<file path="config.mk">
export PLATFORM = sky130hd
export DESIGN_NAME = bcd_scan_driver
export DESIGN_NICKNAME = d
export VERILOG_FILES = /design/src/rtl/bcd_scan_driver_pkg.sv /design/src/rtl/bcd_scan_driver_anode_scan.sv /design/src/rtl/bcd_scan_driver.sv
export SDC_FILE = /design/constraint.sdc
export NUM_CORES = 1
export LEC_CHECK = 0
export ABC_AREA = 1
export ABC_CLOCK_PERIOD_IN_PS = 1300
export BUFFER_PORTS_ARGS = -buffer_cell sky130_fd_sc_hd__buf_2
export CAP_MARGIN = 20
export CORE_MARGIN = 2
export CORE_UTILIZATION = 45
export DETAILED_ROUTE_END_ITERATION = 10
export PLACE_DENSITY = 0.66
export SYNTH_ARGS = -nofsm -noshare
export SYNTH_HDL_FRONTEND = slang
export SYNTH_SLANG_ARGS = --single-unit
</file>
<file path="constraint.sdc">
create_clock -name clk -period 1.3 [get_ports clk]
set_input_delay 0.195 -clock clk [delete_from_list [all_inputs] [get_ports clk]]
set_output_delay 0.195 -clock clk [all_outputs]
set_load 0.05 [all_outputs]
</file>
<file path="src/rtl/bcd_scan_driver_pkg.sv">
// Shared constants, state encoding and the shift-add-3 step for the BCD scan driver.
package bcd_scan_driver_pkg;

    typedef enum logic [1:0] {
        IDLE   = 2'd0,
        SHIFT  = 2'd1,
        UPDATE = 2'd2
    } state_e;

    localparam logic [3:0] AN_ONES     = 4'b1110;
    localparam logic [3:0] AN_TENS     = 4'b1101;
    localparam logic [3:0] BCD_BLANK   = 4'b1111;
    localparam logic [6:0] MAX_DISPLAY = 7'd99;

    localparam int         BIN_BITS  = 7;
    localparam int         BCD_BITS  = 8;
    localparam int         SHIFT_W   = BCD_BITS + BIN_BITS;
    localparam logic [2:0] ITER_LAST = 3'd6;

    // Layout of the working register: {tens[14:11], ones[10:7], bin[6:0]}.
    function automatic logic [SHIFT_W-1:0] dabble_step(input logic [SHIFT_W-1:0] s);
        logic [SHIFT_W-1:0] t;
        t = s;
        if (t[10:7] >= 4'd5) t[10:7] = t[10:7] + 4'd3;
        if (t[14:11] >= 4'd5) t[14:11] = t[14:11] + 4'd3;
        return {t[SHIFT_W-2:0], 1'b0};
    endfunction

endpackage

</file>
<file path="src/rtl/bcd_scan_driver_anode_scan.sv">
// Free-running refresh counter that alternates the anode select between the ones and tens digit.
module anode_scan
    import bcd_scan_driver_pkg::*;
#(
    parameter int REFRESH_DIV = 50000
) (
    input  logic       clk,
    input  logic       rst_n,
    output logic [3:0] an
);

    localparam int CNT_W = (REFRESH_DIV > 2) ? $clog2(REFRESH_DIV) : 1;
    localparam logic [CNT_W-1:0] CNT_LAST = CNT_W'(REFRESH_DIV - 1);

    logic [CNT_W-1:0] cnt_q, cnt_d;
    logic             tens_q, tens_d;

    always_comb begin
        cnt_d  = cnt_q + CNT_W'(1);
        tens_d = tens_q;
        if (cnt_q == CNT_LAST) begin
            cnt_d  = '0;
            tens_d = ~tens_q;
        end
    end

    // NOTE: sequential state is updated with non-blocking assignments only, so every
    // register samples the pre-edge values regardless of process ordering.
    always_ff @(posedge clk or negedge rst_n) begin
        if (!rst_n) begin
            cnt_q  <= '0;
            tens_q <= 1'b0;
        end else begin
            cnt_q  <= cnt_d;
            tens_q <= tens_d;
        end
    end

    // Decoding from a single bit keeps an restricted to the two legal patterns.
    assign an = tens_q ? AN_TENS : AN_ONES;

endmodule

</file>
<file path="src/rtl/bcd_scan_driver.sv">
// Sequential binary-to-BCD converter with a glitch-free display buffer and anode scan.
module bcd_scan_driver
    import bcd_scan_driver_pkg::*;
#(
    parameter int REFRESH_DIV = 50000,
    parameter int BIN_W       = 7
) (
    input  logic             clk,
    input  logic             rst_n,
    input  logic [BIN_W-1:0] bin_in,
    input  logic             load,
    output logic             busy,
    output logic             done,
    output logic             overflow,
    output logic [3:0]       first,
    output logic [3:0]       second,
    output logic [3:0]       an
);

    state_e               state_q, state_d;
    logic [SHIFT_W-1:0]   shift_q, shift_d;
    logic [BIN_BITS-1:0]  val_q, val_d;
    logic [2:0]           iter_q, iter_d;
    logic [3:0]           first_q, first_d;
    logic [3:0]           second_q, second_d;
    logic                 ovf_q, ovf_d;
    logic                 done_q, done_d;

    // NOTE: every signal assigned here gets a default first, so no path can
    // leave a value unassigned and infer a latch.
    always_comb begin
        state_d  = state_q;
        shift_d  = shift_q;
        val_d    = val_q;
        iter_d   = iter_q;
        first_d  = first_q;
        second_d = second_q;
        ovf_d    = ovf_q;
        done_d   = 1'b0;

        unique case (state_q)
            IDLE: begin
                // The cycle that shows done must not accept a new request.
                if (load && !done_q) begin
                    shift_d = {{BCD_BITS{1'b0}}, bin_in};
                    val_d   = bin_in;
                    iter_d  = '0;
                    state_d = SHIFT;
                end
            end
            SHIFT: begin
                shift_d = dabble_step(shift_q);
                iter_d  = iter_q + 3'd1;
                if (iter_q == ITER_LAST) state_d = UPDATE;
            end
            UPDATE: begin
                if (val_q > MAX_DISPLAY) begin
                    first_d  = BCD_BLANK;
                    second_d = BCD_BLANK;
                    ovf_d    = 1'b1;
                end else begin
                    first_d  = shift_q[10:7];
                    second_d = shift_q[14:11];
                    ovf_d    = 1'b0;
                end
                done_d  = 1'b1;
                state_d = IDLE;
            end
            default: state_d = IDLE;
        endcase
    end

    always_ff @(posedge clk or negedge rst_n) begin
        if (!rst_n) begin
            state_q  <= IDLE;
            shift_q  <= '0;
            val_q    <= '0;
            iter_q   <= '0;
            first_q  <= '0;
            second_q <= '0;
            ovf_q    <= 1'b0;
            done_q   <= 1'b0;
        end else begin
            state_q  <= state_d;
            shift_q  <= shift_d;
            val_q    <= val_d;
            iter_q   <= iter_d;
            first_q  <= first_d;
            second_q <= second_d;
            ovf_q    <= ovf_d;
            done_q   <= done_d;
        end
    end

    assign busy     = (state_q != IDLE);
    assign done     = done_q;
    assign overflow = ovf_q;
    assign first    = first_q;
    assign second   = second_q;

    anode_scan #(
        .REFRESH_DIV(REFRESH_DIV)
    ) u_anode_scan (
        .clk  (clk),
        .rst_n(rst_n),
        .an   (an)
    );

endmodule

</file>
==> reports/qor.csv, run 1 <==
stage;metric;value;unit
floorplanning;die_w;78.4;um
final_layout;mostFrequentLayoutCells;87 x nand2_1, 50 x dfrtp_1, 31 x nor2_1;
power_and_ir_drop;power.density;2000;nW/um2
place;port_buffers;22;
floorplanning;die-height;78.4;um
drt;wirelength;4.96;mm
clock_network;clk_latency;0.30;ns
final_layout;diodes;0;
logic_synthesis;synth_cells;299;
drt;routedWlPerCell;11.8;um
logic_synthesis;yosysWarnings;0;
global_route;grt_pass1_vias;1823;
final_layout;final_common_cell;nand2_1;
global_route;grt_max_degree;53;
global_route;grt_pass1_wl;8.03;mm
global_route;grt_util_all_layers;16.6;%
floorplanning;core;5440;um2
place;gp_congestion;0.882;
setup_path;r2r_cells;7;
clock_network;cts_num_sinks;52;
logic_synthesis;netlist.top_cell.by_area;dfrtp_1;
drt;routed_via_density;4.73;
setup_path;ff2ff_setup_slack;0.02;ns
timing;tns;0;ns
clock_network;cts_inserted_buffers;5;
drt;ant_nets;0;
final_layout;area.growth.synth_to_final;22.2;%
logic_synthesis;synth.distinct_cells;24;
setup_path;critPathMaxFanout;4;
floorplanning;initial_core_util;45.8;%
status;status;completed;
final_layout;drive_gt1_share;26.4;%
setup_path;critPathRequiredTime;1.50;ns
setup_path;r2r-end;u_anode_scan.cnt_q[10];
timing;final_hold_viol_count;0;
drt;drt_iter0_markers;52;
logic_synthesis;synthTopCellsByArea;dfrtp_1 52%, nand2_1 14%, nor2_1 5.3%, inv_1 4.7%, ha_1 3.5%;
logic_synthesis;synthesis.area;2490;um2
floorplanning;row_count;27;
power_and_ir_drop;vdd_ir_drop_max;1.40;mV
floorplanning;ioPinCount;25;
setup_path;cp_data_arrival_time;1.49;ns
clock_network;clkTransAtPathRegs;0.10;ns
clock_network;clockRootBuffer;clkbuf_8;
power_and_ir_drop;power;6.07;mW
drt;drcViolationCount;0;
min_path;hold_path_class;input pin to flip-flop;
logic_synthesis;yosysSeqAreaShare;52.3;%
clock_network;cts_tree;built;
global_route;grt_remaining_overflow;0;
timing;worst_clock_skew;0.0120;ns
timing;fmax;779;MHz
min_path;hold_end;shift_q[0];
timing;setup_viol;0;
global_route;antenna_found_initial;0;
timing;period_share;98.8;%
timing;fin_crit;1.28;ns
final_layout;fillCellCount;471;
setup_path;critPathKind;flip-flop to flip-flop;
min_path;whs_path_depth;3;
timing;slew_viol_final;0;
timing;rsz0062_at_grt;true;
min_path;hold_start;bin_in[0];
floorplanning;die_area;6140;um2
clock_network;htree_levels;2;
logic_synthesis;ys_seq_elements;52;
logic_synthesis;avgSynthCellArea;8.33;um2
setup_path;end_kind;flip-flop;
drt;via_count;1985;
final_layout;layout.nets;364;
logic_synthesis;synth.top_cell.area_share;52.3;%
clock_network;cts_buffer_depth;2;
setup_path;r2r-start;u_anode_scan.cnt_q[1];
place;dpl.hpwl;3.27;mm
setup_path;start_kind;flip-flop;
drt;drtPass1Iterations;4;
power_and_ir_drop;total_leakage_power;1.53;nW
run;max_cap_viol_count;0;
[critical path, stage by stage (launching register included)]
cell,delay [ns]
dfrtp_1,0.37
ha_2,0.19
nand2_2,0.07
nor2_4,0.15
nand2_2,0.12
nor2_2,0.10
xnor2_1,0.12
inv_1,0.05
[registers in the layout (all words and copies together), names as in the netlist]
| signal | count |
|---|---|
| u_anode_scan.tens_q | 1 |
| u_anode_scan.cnt_q | 16 |
| done | 1 |
| overflow | 1 |
| first | 4 |
| iter_q | 3 |
| val_q | 5 |
| second | 4 |
| state_q | 2 |
| shift_q | 15 |
[layer usage]
metal | vias up | global-route usage (%) | wire (um)
met4 | 0 | 5.26 | 49
met3 | 5 | 3.45 | 101
met5 | - | 0 | 0
met1 | 939 | 21.7 | 2330
met2 | 18 | 27.8 | 2480
li1 | 1023 | - | -
[cells in the mapped netlist, drive strengths merged]
cell and n:
dfrtp 52, xnor2 3, nor3 1, conb 1
xor2 8, ha 7, o211ai 2, inv 35
nor2 41, nand4 3, a21oi 3, buf 5
o22ai 4, nand3 16, nand2 97, o21ai 21
[cells by family (layout without fill, tap and decap cells)]
kind of cell | count (synthesis) | after routing | share of synthesized area (%)
AOI/OAI and AO/OA | 30 | 30 | 6.43
xor gates and xnor gates | 11 | 11 | 3.87
adders and majority gates | 7 | 7 | 3.52
buffers and inverters | 40 | 87 | 6.58
DFF | 52 | 52 | 52.3
other | 1 | 2 | 0.151
and+or+nand+nor | 158 | 159 | 27.2
[metrics by stage]
step                cells  util, %  hold slack [ns]  setup WS (ns)  area, um2
floorplan             300        -           -0.101         0.0547       2490
global placement      397     50.3            0.212        0.00182       2740
detailed placement    397     50.3            0.213        -0.0176       2740
CTS                   411     53.1           0.0945        0.00769       2890
global route          420     55.9            0.111        -0.0652       3040
finish                420     55.9           0.0971         0.0162       3040
[where the power goes]
part / switching (mW) / internal, mW
registers: 0.316 / 2.12
clock network: 0.517 / 0.386
logic: 1.79 / 0.954
[cell type report]
class / count / area (um2) / share of cell area [%]
timing repair buffer: 44 / 300 / 9.87
clock buffer: 7 / 76.3 / 2.51
clock inverter: 1 / 8.76 / 0.288
inverter: 35 / 133 / 4.36
multi-input combinational: 209 / 1130 / 37.2
sequential: 52 / 1300 / 42.8
tap: 72 / 90.1 / 2.96
[worst max path at each step]
stage,startpoint,to,cells after the start
floorplan,done,shift_q[3],6
global placement,shift_q[7],shift_q[9],7
detailed placement,u_anode_scan.cnt_q[1],u_anode_scan.cnt_q[15],6
CTS,u_anode_scan.cnt_q[1],u_anode_scan.cnt_q[10],7
global route,u_anode_scan.cnt_q[8],u_anode_scan.tens_q,6
finish,u_anode_scan.cnt_q[1],u_anode_scan.cnt_q[10],7
[timing repair]
item,CTS,global route
endpoints found under the setup margin,13,35
resized for setup,5,31
buffers inserted,4,9
hold buffers,1,0
gates cloned,1,0
pin swaps,2,13
hold endpoints to repair,52,0
No activity file was read; power rests on OpenSTA's default activity.
==> inputs of run 2 (changes only) <==
--- a/config.mk
+++ b/config.mk
@@ -9,9 +9,11 @@
 export ABC_CLOCK_PERIOD_IN_PS = 1300
 export BUFFER_PORTS_ARGS = -buffer_cell sky130_fd_sc_hd__buf_2
 export CAP_MARGIN = 20
+export CORE_ASPECT_RATIO = 1.75
 export CORE_MARGIN = 2
 export CORE_UTILIZATION = 45
 export DETAILED_ROUTE_END_ITERATION = 10
+export HOLD_SLACK_MARGIN = 0.12
 export PLACE_DENSITY = 0.66
 export SYNTH_ARGS = -nofsm -noshare
 export SYNTH_HDL_FRONTEND = slang
==> reports/qor.csv, run 2 (same netlist as run 1, synthesis figures left out) <==
stage;metric;value;unit
setup_path;critPathKind;flip-flop to flip-flop;
final_layout;largest_register_ffs;16;
final_layout;mostFrequentLayoutCells;88 x nand2_1, 49 x dfrtp_1, 32 x nor2_1;
final_layout;reg.largest.list;u_anode_scan.cnt_q: 16 flops, shift_q: 15 flops, val_q: 5 flops;
final_layout;area.growth.synth_to_final;27.7;%
clock_network;clkTransAtPathRegs;0.10;ns
final_layout;drive_gt1_share;25.6;%
floorplanning;die-height;102;um
clock_network;clk_latency;0.31;ns
final_layout;layout.nets;371;
drt;drt_iter0_markers;54;
drt;routed_via_density;4.83;
drt;via_count;2070;
drt;wirelength;5.29;mm
place;gp_congestion;0.908;
timing;setup_viol;2;
timing;hold_ws;0.357;ns
global_route;use_met1;19.9;%
clock_network;clockRootBuffer;clkbuf_8;
timing;period_share;100;%
status;failed_checks;negative setup slack;
power_and_ir_drop;total_leakage_power;1.58;nW
final_layout;top_register;u_anode_scan.cnt_q;
power_and_ir_drop;vdd_ir_drop_max;1.29;mV
timing;slew_viol_final;0;
clock_network;cts_tree;built;
floorplanning;row_count;35;
setup_path;cp_data_arrival_time;1.49;ns
setup_path;slowest_delay;0.37;ns
setup_path;end_kind;flip-flop;
run;max_cap_viol_count;0;
setup_path;timing.critical_path.mode_cell;nor2_4;
global_route;grt-busiest-layer;met2;
timing;tns;-0.00316;ns
global_route;grt_remaining_overflow;0;
drt;drcViolationCount;0;
timing;worst_clock_skew;0.0138;ns
final_layout;final_common_cell;nand2_1;
place;port_buffers;22;
floorplanning;die_area;6170;um2
timing;final_hold_viol_count;0;
clock_network;cts_buffer_depth;2;
setup_path;path_cells;ha_2 -> nand2_2 -> nor2_4 -> nand4_4 -> nor2_4 -> nor2_1;
global_route;grt_pass1_wl;8.78;mm
floorplanning;initial_core_util;47.0;%
global_route;grt_util_all_layers;19.0;%
status;status;finished, violations left;
timing;layout_setup_ws;-0.00272;ns
global_route;antenna_found_initial;0;
clock_network;htree_levels;2;
global_route;grt_max_degree;29;
setup_path;critPathRequiredTime;1.49;ns
power_and_ir_drop;power.density;2030;nW/um2
clock_network;cts_inserted_buffers;5;
clock_network;cts_num_sinks;52;
setup_path;start_kind;flip-flop;
drt;ant_nets;0;
global_route;grt_use_met3;2.91;%
timing;fin_crit;1.30;ns
final_layout;diodes;0;
timing;rsz0062_at_grt;true;
floorplanning;core;5300;um2
setup_path;slowest_stage;dfrtp_1;
setup_path;critPathMaxFanout;5;
drt;routedWlPerCell;12.3;um
global_route;grtUsageMet2;34.9;%
floorplanning;die_w;60.2;um
global_route;grt_pass1_vias;2084;
floorplanning;ioPinCount;25;
timing;fmax;768;MHz
min_path;hold_path_class;input pin to asynchronous set/reset pin;
final_layout;fillCellCount;459;
drt;drtPass1Iterations;4;
place;dpl.hpwl;3.68;mm
## run 2: cell count changes in the layout (fill, tap and decap cells not counted), moves of 2 or more
cell and delta:
bufinv_16 +2, dlygate4sd3_1 +7, inv_2 -2, nor2_2 -2
## run 2: where the power goes
group | total (mW) | internal [mW] | switching [mW] | leakage, nW
logic | 2.72 | 0.936 | 1.78 | 0.864
clock network | 1.28 | 0.769 | 0.511 | 0.0654
registers | 2.46 | 2.12 | 0.343 | 0.653
total | 6.46 | 3.82 | 2.63 | 1.58
## run 2: worst max-delay path: cells and delay by family (launching register included)
family / cells / cell delay [ns]
fa+ha+maj: 1 / 0.20
flops: 1 / 0.37
simple gates: 5 / 0.63
## run 2: cell type report
cell class	instances	area, um2	area share (%)
sequential	52	1310	41.0
multi-input combinational	209	1140	36.0
timing repair buffer	51	370	11.6
inverter	35	136	4.29
tap	74	92.6	2.91
clock buffer	6	72.6	2.28
clock inverter	2	60.1	1.89
## run 2: metrics by stage
| step | setup WS, ns | utilization, % | power (mW) | instance area [um2] | instances |
|---|---|---|---|---|---|
| finish | -0.00272 | 60.0 | 6.46 | 3180 | 429 |
| global route | -0.0884 | 60.0 | 6.95 | 3180 | 429 |
| CTS | -0.0117 | 57.1 | 6.16 | 3030 | 423 |
| detailed placement | -0.0362 | 52.4 | 4.85 | 2780 | 404 |
| global placement | 0.0210 | 52.4 | 4.79 | 2780 | 404 |
| floorplan | 0.0547 | - | 4.18 | 2490 | 300 |
## run 2: what timing repair did
item,CTS,global route
setup buffers,2,6
setup endpoints to repair,10,25
gates cloned,1,0
pin swaps,6,12
hold buffers,8,0
hold endpoints to repair,22,0
resized for setup,4,32
## run 2: worst paths after layout
check	depth (start not counted)	startpoint	to	slack, ns
setup / recovery	6	u_anode_scan.cnt_q[1]	u_anode_scan.cnt_q[4]	-0.003
hold / removal	2	rst_n	iter_q[2]	0.36
setup reg to reg	6	u_anode_scan.cnt_q[1]	u_anode_scan.cnt_q[4]	-0.003
hold reg to reg	2	shift_q[6]	shift_q[6]	0.49
max in group asynchronous	3	rst_n	shift_q[11]	0.43
min in group clk	6	load	state_q[0]	0.39
## run 2: layer usage
layer,wire length (um),share of wire [%]
met3,97,1.8
met1,2050,39
met4,160,3.0
met2,2990,56
met5,0,0
